<file path="config.mk">
export PLATFORM = sky130hd
export DESIGN_NAME = mem_responder
export DESIGN_NICKNAME = d
export VERILOG_FILES = /design/src/rtl/mem_responder.sv
export SDC_FILE = /design/constraint.sdc
export NUM_CORES = 2
export LEC_CHECK = 0
export BUFFER_PORTS_ARGS = -buffer_cell sky130_fd_sc_hd__buf_2
export CORE_MARGIN = 3
export CORE_UTILIZATION = 40
export CTS_CLUSTER_SIZE = 14
export DETAILED_ROUTE_END_ITERATION = 8
export PLACE_DENSITY = 0.53
export RECOVER_POWER = 50
export SLEW_MARGIN = 40
export SYNTH_ARGS = -nofsm -noshare
export SYNTH_HDL_FRONTEND = slang
export SYNTH_SLANG_ARGS = --single-unit
export TNS_END_PERCENT = 10
</file>
<file path="constraint.sdc">
create_clock -name clk -period 3.24 [get_ports clk]
set_input_delay 0.162 -clock clk [delete_from_list [all_inputs] [get_ports clk]]
set_output_delay 0.162 -clock clk [all_outputs]
set_load 0.1 [all_outputs]
</file>
<file path="src/rtl/mem_responder.sv">
// Byte-wide memory responder: 256-byte store serving CPU read/write in RUN and
// front-panel load/check stepping (key A1, switches D) in LOAD/CHECK.
module mem_responder #(
  parameter int DEPTH = 256
) (
  input  logic        clk,
  input  logic        rst,
  input  logic [1:0]  cpustate,
  input  logic [15:0] addr,
  input  logic [7:0]  data_in,
  input  logic        read,
  input  logic        write,
  input  logic        A1,
  input  logic [7:0]  D,
  output logic [7:0]  data_out,
  output logic [7:0]  check_out,
  output logic [7:0]  ptr_out,
  output logic        oob,
  output logic        conflict
);

  typedef enum logic [1:0] {
    STOP  = 2'b00,
    LOAD  = 2'b01,
    CHECK = 2'b10,
    RUN   = 2'b11
  } mode_e;

  logic [7:0] mem_q [DEPTH];

  logic       a1_s1_q, a1_s2_q, a1_s3_q;
  mode_e      mode, prev_mode_q;
  logic [7:0] ptr_q, ptr_d;
  logic [7:0] check_q, check_d;
  logic [7:0] dout_q, dout_d;
  logic       oob_q, oob_d;
  logic       conflict_q, conflict_d;

  logic       step, entry, in_range;
  logic       wr_en;
  logic [7:0] wr_addr, wr_data;

  assign mode      = mode_e'(cpustate);
  assign data_out  = dout_q;
  assign check_out = check_q;
  assign ptr_out   = ptr_q;
  assign oob       = oob_q;
  assign conflict  = conflict_q;

  always_comb begin
    step       = a1_s2_q & ~a1_s3_q;
    // A mode change into LOAD/CHECK rewinds the pointer and swallows a coincident step
    entry      = ((mode == LOAD) || (mode == CHECK)) && (mode != prev_mode_q);
    in_range   = (addr[15:8] == 8'h00);
    ptr_d      = ptr_q;
    check_d    = check_q;
    dout_d     = dout_q;
    oob_d      = oob_q;
    conflict_d = conflict_q;
    wr_en      = 1'b0;
    wr_addr    = ptr_q;
    wr_data    = D;
    case (mode)
      LOAD: begin
        if (entry) begin
          ptr_d = 8'h00;
        end else if (step) begin
          wr_en   = 1'b1;
          check_d = D;
          ptr_d   = ptr_q + 8'd1;
        end
      end
      CHECK: begin
        check_d = mem_q[ptr_q];
        if (entry)     ptr_d = 8'h00;
        else if (step) ptr_d = ptr_q + 8'd1;
      end
      RUN: begin
        wr_addr = addr[7:0];
        wr_data = data_in;
        if (write) begin
          if (in_range) wr_en = 1'b1;
          else          oob_d = 1'b1;
          if (read)     conflict_d = 1'b1;
        end else if (read) begin
          if (in_range) begin
            dout_d = mem_q[addr[7:0]];
          end else begin
            dout_d = 8'h00;
            oob_d  = 1'b1;
          end
        end
      end
      default: ;
    endcase
  end

  always_ff @(posedge clk or negedge rst) begin
    if (!rst) begin
      a1_s1_q     <= 1'b0;
      a1_s2_q     <= 1'b0;
      a1_s3_q     <= 1'b0;
      prev_mode_q <= STOP;
      ptr_q       <= 8'h00;
      check_q     <= 8'h00;
      dout_q      <= 8'h00;
      oob_q       <= 1'b0;
      conflict_q  <= 1'b0;
    end else begin
      a1_s1_q     <= A1;
      a1_s2_q     <= a1_s1_q;
      a1_s3_q     <= a1_s2_q;
      prev_mode_q <= mode;
      ptr_q       <= ptr_d;
      check_q     <= check_d;
      dout_q      <= dout_d;
      oob_q       <= oob_d;
      conflict_q  <= conflict_d;
    end
  end

  always_ff @(posedge clk or negedge rst) begin
    if (!rst) begin
      for (int i = 0; i < DEPTH; i++) mem_q[i] <= 8'h00;
    end else if (wr_en) begin
      mem_q[wr_addr] <= wr_data;
    end
  end

endmodule

</file>
==> metrics.txt <==
outcome=complete, but fails checks; violated checks=max-capacitance violations, max-slew violations, negative setup slack; final critical-path setup slack=-92.2 ps; Layout Nets=10,100; period utilisation layout=1.03; routed wire length=435,000 um; Area contributors post-synth=sky130_fd_sc_hd__dfrtp_1 48%, sky130_fd_sc_hd__mux4_2 23%, sky130_fd_sc_hd__a21oi_1 6.1%; share of async-settable or async-resettable flops after synthesis=1.00; first-pass GRT wire length=623,000 um; Die Y-Extent=526 um; Placeable Area=0.268 sq mm; die extent in x=526 um; smallest hold slack=41.1 ps; TritonCTS Buffers=236; vias in the first global route=82,200; Placement Setup Slack=-423 ps; flip-flop cell with the highest count after synthesis=sky130_fd_sc_hd__dfrtp_1; Reg clk slew, reported paths=70 ps; FMAX=300 MHz; post-synth cell types=77; Setup violations, final=6; endpoint class of the critical path=register; Std-Cell Rows=190; arrival time of data at the critical path endpoint=4140 ps; DIE AREA=0.276 sq mm; Placed Cells=13,200; worst reg2reg path depth=8; Max clock buf depth=4; global routing usage summed across all routing layers=0.311; cell count after synthesis=9,492; Synth Area per Inst=11.4 sq um; number of iterations in the first detailed-routing pass=6; min cycle time layout=3330 ps; area occupied by registers=0.0520 sq mm; class of the tightest hold or removal check=input pin to register; vias=84,800; non-filler instance count after layout=13,800; 1st-iter DRT viols=9,594; largest driver fanout on the critical path=20; setup repair after global routing missed its margin=true; synthesized area=0.108 sq mm; antenna viol nets, final=0; Max-Cap Viols=3; number of enable flip-flop cells after synthesis=0; TritonCTS clock tree=yes; nets in the synthesized netlist=9,535; most common library cells after synthesis=2,079 x sky130_fd_sc_hd__dfrtp_1, 1,394 x sky130_fd_sc_hd__nor2_1, 1,320 x sky130_fd_sc_hd__a21oi_1; insertion delay to the later sink of the worst-skew pair=930 ps; final setup skew=70.8 ps; via density per instance=6.16; overflow left after global routing=0; area share of the leading cell type in the synthesized netlist=0.482; cell type with the largest total area after synthesis=sky130_fd_sc_hd__dfrtp_1; Filler Cell Count=24,000; Req. time, crit path=4040 ps; Final Max Tran Viols=131; routability cong.=0.995; htree depth=4; Post-DP HPWL=313,000 um; number of top-level design ports=65; type of the worst setup path=register to register; leakage component of the power=54.8 nW; Max IR drop VDD=0.473 mV; starting utilization of the core area=0.403; Warnings, synthesis=0; fraction of the yosys area taken by sequential cells=0.482; Sinks on Clock Net=2,079; worst hold path cell count=5; wire length per cell after detailed routing=31.6 um; worst-margin pin slew=1870 ps; CP startpoint kind=register; Area growth syn-to-layout=20.0%; Synth Register Bits=2,079; count of buffers from port buffering=64; largest net degree at the start of global routing=93; initial antenna violation count=26; most numerous cell in the Yosys netlist=sky130_fd_sc_hd__dfrtp_1; Clock Root Buffer=sky130_fd_sc_hd__clkbuf_16; power per cell area=474 mW/mm^2; area of combinational cells with multiple inputs=0.0522 sq mm; fraction of layout cells with a size suffix above 1=0.278; DRC viols=0; Final Hold Viols=0; remaining max-slew budget at the tightest pin=-0.248
kinds of logic (layout without fill, tap and decap cells):
logic type,count (synthesis),count (layout),synth area share
buf+inv,900,1609,0.0389
mux,1310,1310,0.249
fa+ha+maj,4,4,0.000464
other cells,0,13,0
flops,2079,2079,0.482
xor+xnor,8,8,0.000649
simple gates,2684,2684,0.103
compound gates,2507,2507,0.127
worst max-delay path: stages (launching register included):
cell                        delay [ps]
sky130_fd_sc_hd__dfrtp_4           620
sky130_fd_sc_hd__inv_4             300
sky130_fd_sc_hd__buf_12            340
sky130_fd_sc_hd__buf_4             310
sky130_fd_sc_hd__mux2i_2           360
sky130_fd_sc_hd__o22ai_2           180
sky130_fd_sc_hd__a2111oi_4         740
sky130_fd_sc_hd__buf_4             220
sky130_fd_sc_hd__o41ai_1            70
state kept, by name, indices dropped and copies added (netlist names):
signal and cells:
oob 1, mem_q 2048, a1_s1_q 1, a1_s2_q 1
check_out 8, prev_mode_q 2, a1_s3_q 1, ptr_out 8
conflict 1, data_out 8
power breakdown:
part | switching [W] | internal [W]
combinational | 0.00385 | 0.00218
clock | 0.0115 | 0.0172
sequential | 0.000338 | 0.0263
total | 0.0157 | 0.0457
layout make-up:
type	count	area share
diodes	13	0.000251
repair buffers	1158	0.0968
well taps	3552	0.0343
clock inverters	87	0.0100
multi-input cells	6513	0.403
clock buffers	341	0.0537
inverters	23	0.000695
flip-flops and latches	2079	0.402
metrics by stage:
| step | cell area, sq um | utilization | power (W) | setup TNS, ps |
|---|---|---|---|---|
| final | 130000 | 0.483 | 0.0614 | -130 |
| after global routing | 130000 | 0.483 | 0.0631 | -151 |
| after CTS | 129000 | 0.482 | 0.0616 | -4.50 |
| after detailed placement | 121000 | 0.450 | 0.0329 | -3570 |
| after global placement | 121000 | 0.450 | 0.0329 | -3480 |
| after floorplan | 108000 | - | 0.0300 | 0 |
cells in the final DEF (no fill, tap or decap), types with 21 or more instances in the layout:
master	count
sky130_fd_sc_hd__a22oi_1	82
sky130_fd_sc_hd__buf_12	296
sky130_fd_sc_hd__a21oi_1	1318
sky130_fd_sc_hd__clkbuf_1	84
sky130_fd_sc_hd__nor2_4	45
sky130_fd_sc_hd__buf_4	672
sky130_fd_sc_hd__nor3_1	23
sky130_fd_sc_hd__clkinv_2	45
sky130_fd_sc_hd__nor2_1	1381
sky130_fd_sc_hd__dlygate4sd3_1	28
sky130_fd_sc_hd__o221ai_1	25
sky130_fd_sc_hd__o21ai_0	815
sky130_fd_sc_hd__nand3_1	38
sky130_fd_sc_hd__mux4_2	1094
sky130_fd_sc_hd__buf_2	57
sky130_fd_sc_hd__clkbuf_16	242
sky130_fd_sc_hd__dfrtp_1	2072
sky130_fd_sc_hd__bufinv_16	30
sky130_fd_sc_hd__mux2_2	21
sky130_fd_sc_hd__a21oi_2	22
sky130_fd_sc_hd__a22o_1	34
sky130_fd_sc_hd__nand2_1	994
sky130_fd_sc_hd__nor2_2	73
sky130_fd_sc_hd__a221oi_1	24
sky130_fd_sc_hd__o22ai_1	31
sky130_fd_sc_hd__mux2i_1	183
sky130_fd_sc_hd__clkbuf_8	64
worst paths after layout:
kind	from	slack (ps)	endpoint
max	ptr_out[2]	-90	check_out[5]
max reg2reg	ptr_out[2]	-90	check_out[5]
min	addr[7]	40	data_out[2]
min reg2reg	a1_s1_q	350	a1_s2_q
max in group asynchronous	rst	160	mem_q[144]
min in group asynchronous	rst	600	mem_q[1922]
per-layer routing:
metal,global-route usage,up-vias,routed length [um]
li1,-,35800,-
met1,0.423,43800,172000
met2,0.468,4242,194000
met3,0.0672,954,40400
met4,0.167,10,28700
met5,0,-,61
repair_timing:
| item | 4_1_cts | 5_1_grt |
|---|---|---|
| setup buffers | 7 | 35 |
| cloned | 1 | 5 |
| gates resized for setup | 26 | 51 |
| pin swaps | 2 | 9 |
| setup endpoints to repair | 57 | 27 |
| hold endpoints to repair | 1428 | 0 |
| hold buffers | 28 | 0 |
(Power assumes the default switching activity.)
